<file path="src/rtl/dmem_arbiter_if.sv">
// Bundle of the two requester ports and the data-memory side of dmem_arbiter.
// slave: the arbiter's view; master: the requesters, the memory model and the bench.
interface dmem_arbiter_if #(
    parameter int unsigned DATA_W = 32,
    parameter int unsigned ADDR_W = 32
);
    // port 0: pipeline MEM stage
    logic              p0_req;
    logic              p0_we;
    logic [ADDR_W-1:0] p0_addr;
    logic [DATA_W-1:0] p0_wdata;
    logic              p0_gnt;
    logic              p0_rvalid;
    logic [DATA_W-1:0] p0_rdata;
    logic              p0_err;

    // port 1: memory loader / DMA
    logic              p1_req;
    logic              p1_we;
    logic [ADDR_W-1:0] p1_addr;
    logic [DATA_W-1:0] p1_wdata;
    logic              p1_gnt;
    logic              p1_rvalid;
    logic [DATA_W-1:0] p1_rdata;
    logic              p1_err;

    // single-ported data memory
    logic              mem_read;
    logic              mem_write;
    logic [ADDR_W-1:0] address;
    logic [DATA_W-1:0] write_data;
    logic [DATA_W-1:0] read_data;

    modport slave (
        input  p0_req, p0_we, p0_addr, p0_wdata,
        input  p1_req, p1_we, p1_addr, p1_wdata,
        input  read_data,
        output p0_gnt, p0_rvalid, p0_rdata, p0_err,
        output p1_gnt, p1_rvalid, p1_rdata, p1_err,
        output mem_read, mem_write, address, write_data
    );

    modport master (
        output p0_req, p0_we, p0_addr, p0_wdata,
        output p1_req, p1_we, p1_addr, p1_wdata,
        output read_data,
        input  p0_gnt, p0_rvalid, p0_rdata, p0_err,
        input  p1_gnt, p1_rvalid, p1_rdata, p1_err,
        input  mem_read, mem_write, address, write_data
    );
endinterface

</file>
<file path="src/rtl/dmem_arbiter.sv">
// Fixed-priority two-port data-memory arbiter with an anti-starvation wait counter
// for port 1 and registered, per-port read responses.
module dmem_arbiter #(
    parameter int unsigned DATA_W   = 32,
    parameter int unsigned ADDR_W   = 32,
    parameter int unsigned DEPTH    = 1024,
    parameter int unsigned MAX_WAIT = 4
) (
    input  logic            clk,
    input  logic            rst,
    dmem_arbiter_if.slave   bus
);

    localparam int unsigned CNT_W = 4;
    localparam logic [CNT_W-1:0] WAIT_LIMIT = CNT_W'(MAX_WAIT);

    if (MAX_WAIT < 1 || MAX_WAIT > 15) begin : g_bad_max_wait
        $error("dmem_arbiter: MAX_WAIT must lie in 1..15");
    end

    logic [CNT_W-1:0]  wait_cnt;
    logic [CNT_W-1:0]  wait_cnt_nxt;
    logic              forced_c;
    logic              p0_gnt_c;
    logic              p1_gnt_c;
    logic              p0_in_range;
    logic              p1_in_range;

    logic              p0_rvalid_q;
    logic [DATA_W-1:0] p0_rdata_q;
    logic              p0_err_q;
    logic              p1_rvalid_q;
    logic [DATA_W-1:0] p1_rdata_q;
    logic              p1_err_q;

    assign p0_in_range = (bus.p0_addr < ADDR_W'(DEPTH));
    assign p1_in_range = (bus.p1_addr < ADDR_W'(DEPTH));
    assign forced_c    = (wait_cnt == WAIT_LIMIT);

    // wait counter register
    always_ff @(posedge clk or negedge rst) begin
        if (!rst) begin
            wait_cnt <= '0;
        end else begin
            wait_cnt <= wait_cnt_nxt;
        end
    end

    // wait counter next state: clears on grant or abandon, saturates at the limit
    always_comb begin
        wait_cnt_nxt = wait_cnt;
        if (!bus.p1_req || p1_gnt_c) begin
            wait_cnt_nxt = '0;
        end else if (wait_cnt < WAIT_LIMIT) begin
            wait_cnt_nxt = wait_cnt + CNT_W'(1);
        end
    end

    // grant selection; priority flips to port 1 only while forced
    always_comb begin
        p0_gnt_c = 1'b0;
        p1_gnt_c = 1'b0;
        if (forced_c) begin
            p1_gnt_c = bus.p1_req;
            p0_gnt_c = bus.p0_req && !bus.p1_req;
        end else begin
            p0_gnt_c = bus.p0_req;
            p1_gnt_c = bus.p1_req && !bus.p0_req;
        end
    end

    // memory drive for the winner; out-of-range accesses never strobe the memory
    always_comb begin
        bus.p0_gnt     = p0_gnt_c;
        bus.p1_gnt     = p1_gnt_c;
        bus.mem_read   = 1'b0;
        bus.mem_write  = 1'b0;
        bus.address    = '0;
        bus.write_data = '0;
        if (p0_gnt_c) begin
            bus.address    = bus.p0_addr;
            bus.write_data = bus.p0_wdata;
            bus.mem_write  = bus.p0_we && p0_in_range;
            bus.mem_read   = !bus.p0_we && p0_in_range;
        end else if (p1_gnt_c) begin
            bus.address    = bus.p1_addr;
            bus.write_data = bus.p1_wdata;
            bus.mem_write  = bus.p1_we && p1_in_range;
            bus.mem_read   = !bus.p1_we && p1_in_range;
        end
    end

    // port 0 response registers; rdata holds between reads
    always_ff @(posedge clk or negedge rst) begin
        if (!rst) begin
            p0_rvalid_q <= 1'b0;
            p0_rdata_q  <= '0;
            p0_err_q    <= 1'b0;
        end else begin
            p0_rvalid_q <= p0_gnt_c && !bus.p0_we;
            p0_err_q    <= p0_gnt_c && !p0_in_range;
            if (p0_gnt_c && !bus.p0_we) begin
                p0_rdata_q <= p0_in_range ? bus.read_data : '0;
            end
        end
    end

    // port 1 response registers
    always_ff @(posedge clk or negedge rst) begin
        if (!rst) begin
            p1_rvalid_q <= 1'b0;
            p1_rdata_q  <= '0;
            p1_err_q    <= 1'b0;
        end else begin
            p1_rvalid_q <= p1_gnt_c && !bus.p1_we;
            p1_err_q    <= p1_gnt_c && !p1_in_range;
            if (p1_gnt_c && !bus.p1_we) begin
                p1_rdata_q <= p1_in_range ? bus.read_data : '0;
            end
        end
    end

    assign bus.p0_rvalid = p0_rvalid_q;
    assign bus.p0_rdata  = p0_rdata_q;
    assign bus.p0_err    = p0_err_q;
    assign bus.p1_rvalid = p1_rvalid_q;
    assign bus.p1_rdata  = p1_rdata_q;
    assign bus.p1_err    = p1_err_q;

endmodule

</file>
<file path="src/flat_wrapper.sv">
// flat-port wrapper written by rule: the top's interface ports become plain ports
module dmem_arbiter_flat 
#(
    parameter int unsigned DATA_W   = 32,
    parameter int unsigned ADDR_W   = 32,
    parameter int unsigned DEPTH    = 1024,
    parameter int unsigned MAX_WAIT = 4
)
  (clk, rst, bus_p0_req, bus_p0_we, bus_p0_addr, bus_p0_wdata, bus_p1_req, bus_p1_we, bus_p1_addr, bus_p1_wdata, bus_read_data, bus_p0_gnt, bus_p0_rvalid, bus_p0_rdata, bus_p0_err, bus_p1_gnt, bus_p1_rvalid, bus_p1_rdata, bus_p1_err, bus_mem_read, bus_mem_write, bus_address, bus_write_data);
  dmem_arbiter_if #(.DATA_W(DATA_W), .ADDR_W(ADDR_W)) bus_i ();
  input  logic clk;
  input  logic rst;
  input wire logic [$bits(bus_i.p0_req)-1:0] bus_p0_req;
  input wire logic [$bits(bus_i.p0_we)-1:0] bus_p0_we;
  input wire logic [$bits(bus_i.p0_addr)-1:0] bus_p0_addr;
  input wire logic [$bits(bus_i.p0_wdata)-1:0] bus_p0_wdata;
  input wire logic [$bits(bus_i.p1_req)-1:0] bus_p1_req;
  input wire logic [$bits(bus_i.p1_we)-1:0] bus_p1_we;
  input wire logic [$bits(bus_i.p1_addr)-1:0] bus_p1_addr;
  input wire logic [$bits(bus_i.p1_wdata)-1:0] bus_p1_wdata;
  input wire logic [$bits(bus_i.read_data)-1:0] bus_read_data;
  output wire logic [$bits(bus_i.p0_gnt)-1:0] bus_p0_gnt;
  output wire logic [$bits(bus_i.p0_rvalid)-1:0] bus_p0_rvalid;
  output wire logic [$bits(bus_i.p0_rdata)-1:0] bus_p0_rdata;
  output wire logic [$bits(bus_i.p0_err)-1:0] bus_p0_err;
  output wire logic [$bits(bus_i.p1_gnt)-1:0] bus_p1_gnt;
  output wire logic [$bits(bus_i.p1_rvalid)-1:0] bus_p1_rvalid;
  output wire logic [$bits(bus_i.p1_rdata)-1:0] bus_p1_rdata;
  output wire logic [$bits(bus_i.p1_err)-1:0] bus_p1_err;
  output wire logic [$bits(bus_i.mem_read)-1:0] bus_mem_read;
  output wire logic [$bits(bus_i.mem_write)-1:0] bus_mem_write;
  output wire logic [$bits(bus_i.address)-1:0] bus_address;
  output wire logic [$bits(bus_i.write_data)-1:0] bus_write_data;
  assign bus_i.p0_req = bus_p0_req;
  assign bus_i.p0_we = bus_p0_we;
  assign bus_i.p0_addr = bus_p0_addr;
  assign bus_i.p0_wdata = bus_p0_wdata;
  assign bus_i.p1_req = bus_p1_req;
  assign bus_i.p1_we = bus_p1_we;
  assign bus_i.p1_addr = bus_p1_addr;
  assign bus_i.p1_wdata = bus_p1_wdata;
  assign bus_i.read_data = bus_read_data;
  assign bus_p0_gnt = bus_i.p0_gnt;
  assign bus_p0_rvalid = bus_i.p0_rvalid;
  assign bus_p0_rdata = bus_i.p0_rdata;
  assign bus_p0_err = bus_i.p0_err;
  assign bus_p1_gnt = bus_i.p1_gnt;
  assign bus_p1_rvalid = bus_i.p1_rvalid;
  assign bus_p1_rdata = bus_i.p1_rdata;
  assign bus_p1_err = bus_i.p1_err;
  assign bus_mem_read = bus_i.mem_read;
  assign bus_mem_write = bus_i.mem_write;
  assign bus_address = bus_i.address;
  assign bus_write_data = bus_i.write_data;
  dmem_arbiter #(.DATA_W(DATA_W), .ADDR_W(ADDR_W), .DEPTH(DEPTH), .MAX_WAIT(MAX_WAIT)) u_core (.clk(clk), .rst(rst), .bus(bus_i));
endmodule
</file>
<file path="config.mk">
export PLATFORM = sky130hd
export DESIGN_NAME = dmem_arbiter_flat
export DESIGN_NICKNAME = d
export VERILOG_FILES = /design/src/rtl/dmem_arbiter_if.sv /design/src/rtl/dmem_arbiter.sv /design/src/flat_wrapper.sv
export SDC_FILE = /design/constraint.sdc
export NUM_CORES = 1
export LEC_CHECK = 0
export ABC_AREA = 1
export BUFFER_PORTS_ARGS = -buffer_cell sky130_fd_sc_hd__buf_2
export CAP_MARGIN = 0
export CORE_AREA = 5 5 115 117
export DETAILED_ROUTE_END_ITERATION = 6
export DIE_AREA = 0 0 120 122
export GPL_TIMING_DRIVEN = 0
export PLACE_DENSITY = 0.73
export RECOVER_POWER = 50
export SETUP_SLACK_MARGIN = 0.3
export SYNTH_ARGS = -nofsm -noshare
export SYNTH_HDL_FRONTEND = slang
export SYNTH_SLANG_ARGS = --single-unit
</file>
<file path="constraint.sdc">
create_clock -name clk -period 1.43 [get_ports clk]
set_input_delay 0.143 -clock clk [delete_from_list [all_inputs] [get_ports clk]]
set_output_delay 0.143 -clock clk [all_outputs]
set_load 0.05 [all_outputs]
</file>
==> results.sh <==
export IMPL_ioPinCount=302
export IMPL_vias=4625
export IMPL_p_per_area_nw_per_um2=858.0
export IMPL_synthDominantCellAreaShare_pct=48.11
export IMPL_postRouteAntennaNets=0
export IMPL_synth_nets=625
export IMPL_wl_um=17160
export IMPL_rsz0062_at_grt="yes"
export IMPL_grt_overflow=0
export IMPL_worst_slew_pin_slew_ns=0.9745
export IMPL_ir_drop_mv=0.5718
export IMPL_grt_start_max_net_pins=73
export IMPL_layout_setup_ws_ns=-0.6922
export IMPL_drive_gt1_share_pct=58.13
export IMPL_cp_arrival_ns=2.38
export IMPL_ys_top_cells_by_area="dfrtp_1 (48%), nand2_1 (15%), a22o_1 (13%), nand3_1 (8.8%), buf_2 (3.5%)"
export IMPL_initialDrtViolationCount=344
export IMPL_initial_core_util_pct=30.54
export IMPL_r2r_cells=18
export IMPL_nFillCells=1039
export IMPL_cts_buffer_depth=2
export IMPL_slowest_stage="dfrtp_1"
export IMPL_place_inst=908
export IMPL_path_class="reg2reg"
export IMPL_fmax_mhz=471.2
export IMPL_antenna_found_initial=0
export IMPL_areaGrowthSynthToFinish_pct=95.49
export IMPL_r2r_slack_ns=-0.69
export IMPL_place_ws_ns=-0.4623
export IMPL_ys_warn_count=0
export IMPL_violations="setup timing"
export IMPL_multi_input_area_um2=2211
export IMPL_timing_hold_ws_ns=0.01509
export IMPL_yosys_register_bits=72
export IMPL_r2r_start="u_core.wait_cnt[1]"
export IMPL_die_h_um=122
export IMPL_cts_root_buf="clkbuf_16"
export IMPL_cp_data_required_time_ns=1.68
export IMPL_cp_end_kind="flip-flop"
export IMPL_startpoint_type="flip-flop"
export IMPL_status="finished with violations"
export IMPL_first_pass_iters=4
export IMPL_r2r_end="u_core.wait_cnt[1]"
export IMPL_num_rows=41
export IMPL_dp_hpwl_um=13150
export IMPL_skew_ns=0.004984
export IMPL_nets=975
export IMPL_utilization_pct=59.71
export IMPL_syn_area_um2=3745
export IMPL_slew_violations=0
export IMPL_ys_seq_area_share_pct=48.11
export IMPL_min_path_type="in2async"
export IMPL_n_antenna_cell=0
export IMPL_dieArea_um2=14640
export IMPL_syn_area_per_cell_um2=8.194
export IMPL_grt_pass1_vias=4964
export IMPL_crit_family="buffers and inverters"
export IMPL_clk_latency_ns=0.32
export IMPL_post_dp_cell_area_um2=6055
export IMPL_die_w_um=120
export IMPL_p_leak_nw=4.263
export IMPL_wire_per_inst_um=17.84
export IMPL_synth_area_leader_cell="dfrtp_1"
export IMPL_seq_area_um2=1802
export IMPL_synthCells=457
export IMPL_startpoint="u_core.wait_cnt[1]"
export IMPL_drv_cap=0
export IMPL_cts_sinks=72
export IMPL_cts_buffers=9
export IMPL_portBuffers=301
export IMPL_final_area_um2=7321
export IMPL_htreeDepth=3
export IMPL_gp_congestion=0.8836
export IMPL_path_max_fanout=2
export IMPL_vias_per_cell=4.808
export IMPL_track_usage_pct=22.62
export IMPL_drc=0
export IMPL_cp_num_buf_inv=15
export IMPL_cts_tree="done"
export IMPL_grt_pass1_wl_um=25800
export IMPL_hold_viol_final=0
export IMPL_fin_cells=962
export IMPL_synth_distinct_cells=21
export IMPL_cp_common_cell="buf_6"
export IMPL_cts_clk_slew_worst_paths_ns=0.06
export IMPL_period_share_pct=148.4
export IMPL_core_area_um2=12260
export IMPL_slew_headroom_pct=35.03
export IMPL_crit_path_cell_trace="inv_2, buf_6, buf_6, buf_6, buf_6, buf_6, buf_6, buf_6, buf_6, buf_6, buf_6, buf_6, buf_6, buf_6, buf_6, nor2_4, a21oi_2, nor2_1"
export IMPL_critPathMaxStageDelay_ns=0.35
export IMPL_min_period_ns=2.122
export IMPL_setup_viol=135
## per-stage QoR
stage / TNS (ns) / power, mW
2_1_floorplan: -7.504 / 3.119
3_3_place_gp: -43.26 / 3.661
3_5_place_dp: -33.01 / 3.673
4_1_cts: -59.66 / 6.267
5_1_grt: -75.71 / 6.490
6_report: -60.98 / 6.281
## report_power, final
part | switching [mW] | internal, mW | leakage [nW] | total (mW)
combinational | 1.12 | 0.824 | 3.12 | 1.94
sequential | 0.00327 | 2.05 | 1.00 | 2.05
clock | 0.887 | 1.40 | 0.145 | 2.29
## flip-flops by register name, summed over array words and instances (netlist names)
signal,count
u_core.bus.p1_rdata,32
u_core.bus.p0_rdata,32
u_core.bus.p1_rvalid,1
u_core.bus.p0_err,1
u_core.bus.p1_err,1
u_core.bus.p0_rvalid,1
u_core.wait_cnt,4
## logic make-up after synthesis
group           after synthesis  share of synthesized area, %
simple gates                250                         28.37
fa+ha+maj                     2                        0.6681
compound gates               68                         14.83
flops                        72                         48.11
xor+xnor                      1                        0.2339
buf+inv                      64                         7.785
## cell usage in the layout, fill, tap and decap left out, types with 4 or more instances in the layout
cell / n
nand3_1: 65
a22o_4: 41
buf_6: 59
nand2_2: 4
dfrtp_1: 72
o22ai_4: 10
buf_12: 4
a22o_2: 13
buf_8: 20
inv_1: 25
buf_2: 234
buf_4: 43
clkbuf_16: 10
nor2_1: 29
clkbuf_4: 8
nand2_1: 141
## how the worst max path moves through the flow
stage	to	slack (ns)	cells after the start
after floorplan	bus_write_data[10]	-0.15	8
after global placement	bus_write_data[13]	-0.45	9
after detailed placement	bus_write_data[13]	-0.46	9
after CTS	bus_write_data[13]	-0.68	9
after global routing	u_core.wait_cnt[1]	-0.78	18
final	u_core.wait_cnt[1]	-0.69	18
## timing repair
item                                    CTS  global route
pin swaps                                10             1
setup buffers                            28             5
hold endpoints to repair                 72             0
endpoints found under the setup margin  140           145
gates cloned                              5             0
resized for setup                       167            27
## cell usage after synthesis
cell type  instances
inv_1             27
nand4_1            3
nand3_1           66
nor2_1            30
buf_4              1
a21oi_1            2
o21ai_0            2
inv_2              5
nand2_2            2
xor2_1             1
a22o_1            54
clkbuf_1           3
nand2_1          145
dfrtp_1           72
nor2_2             2
nor2_8             1
buf_6              2
nor2_4             1
ha_1               2
buf_2             26
o22ai_1           10
## cell type report
class | instances | share of cell area (%)
repair buffers | 339 | 31.55
clock buffers | 10 | 3.264
inverters | 32 | 1.846
clock inverters | 6 | 0.9229
well taps | 150 | 2.564
multi-input cells | 321 | 30.20
flip-flops and latches | 72 | 24.61
plain buffers | 32 | 5.042
## metal layers
layer  GRT usage [%]  wire [um]
met1           24.21       6172
met2           43.87       9479
met3           4.410        998
met4           8.160        510
met5               0          0
No activity file was read; power rests on OpenSTA's default activity.
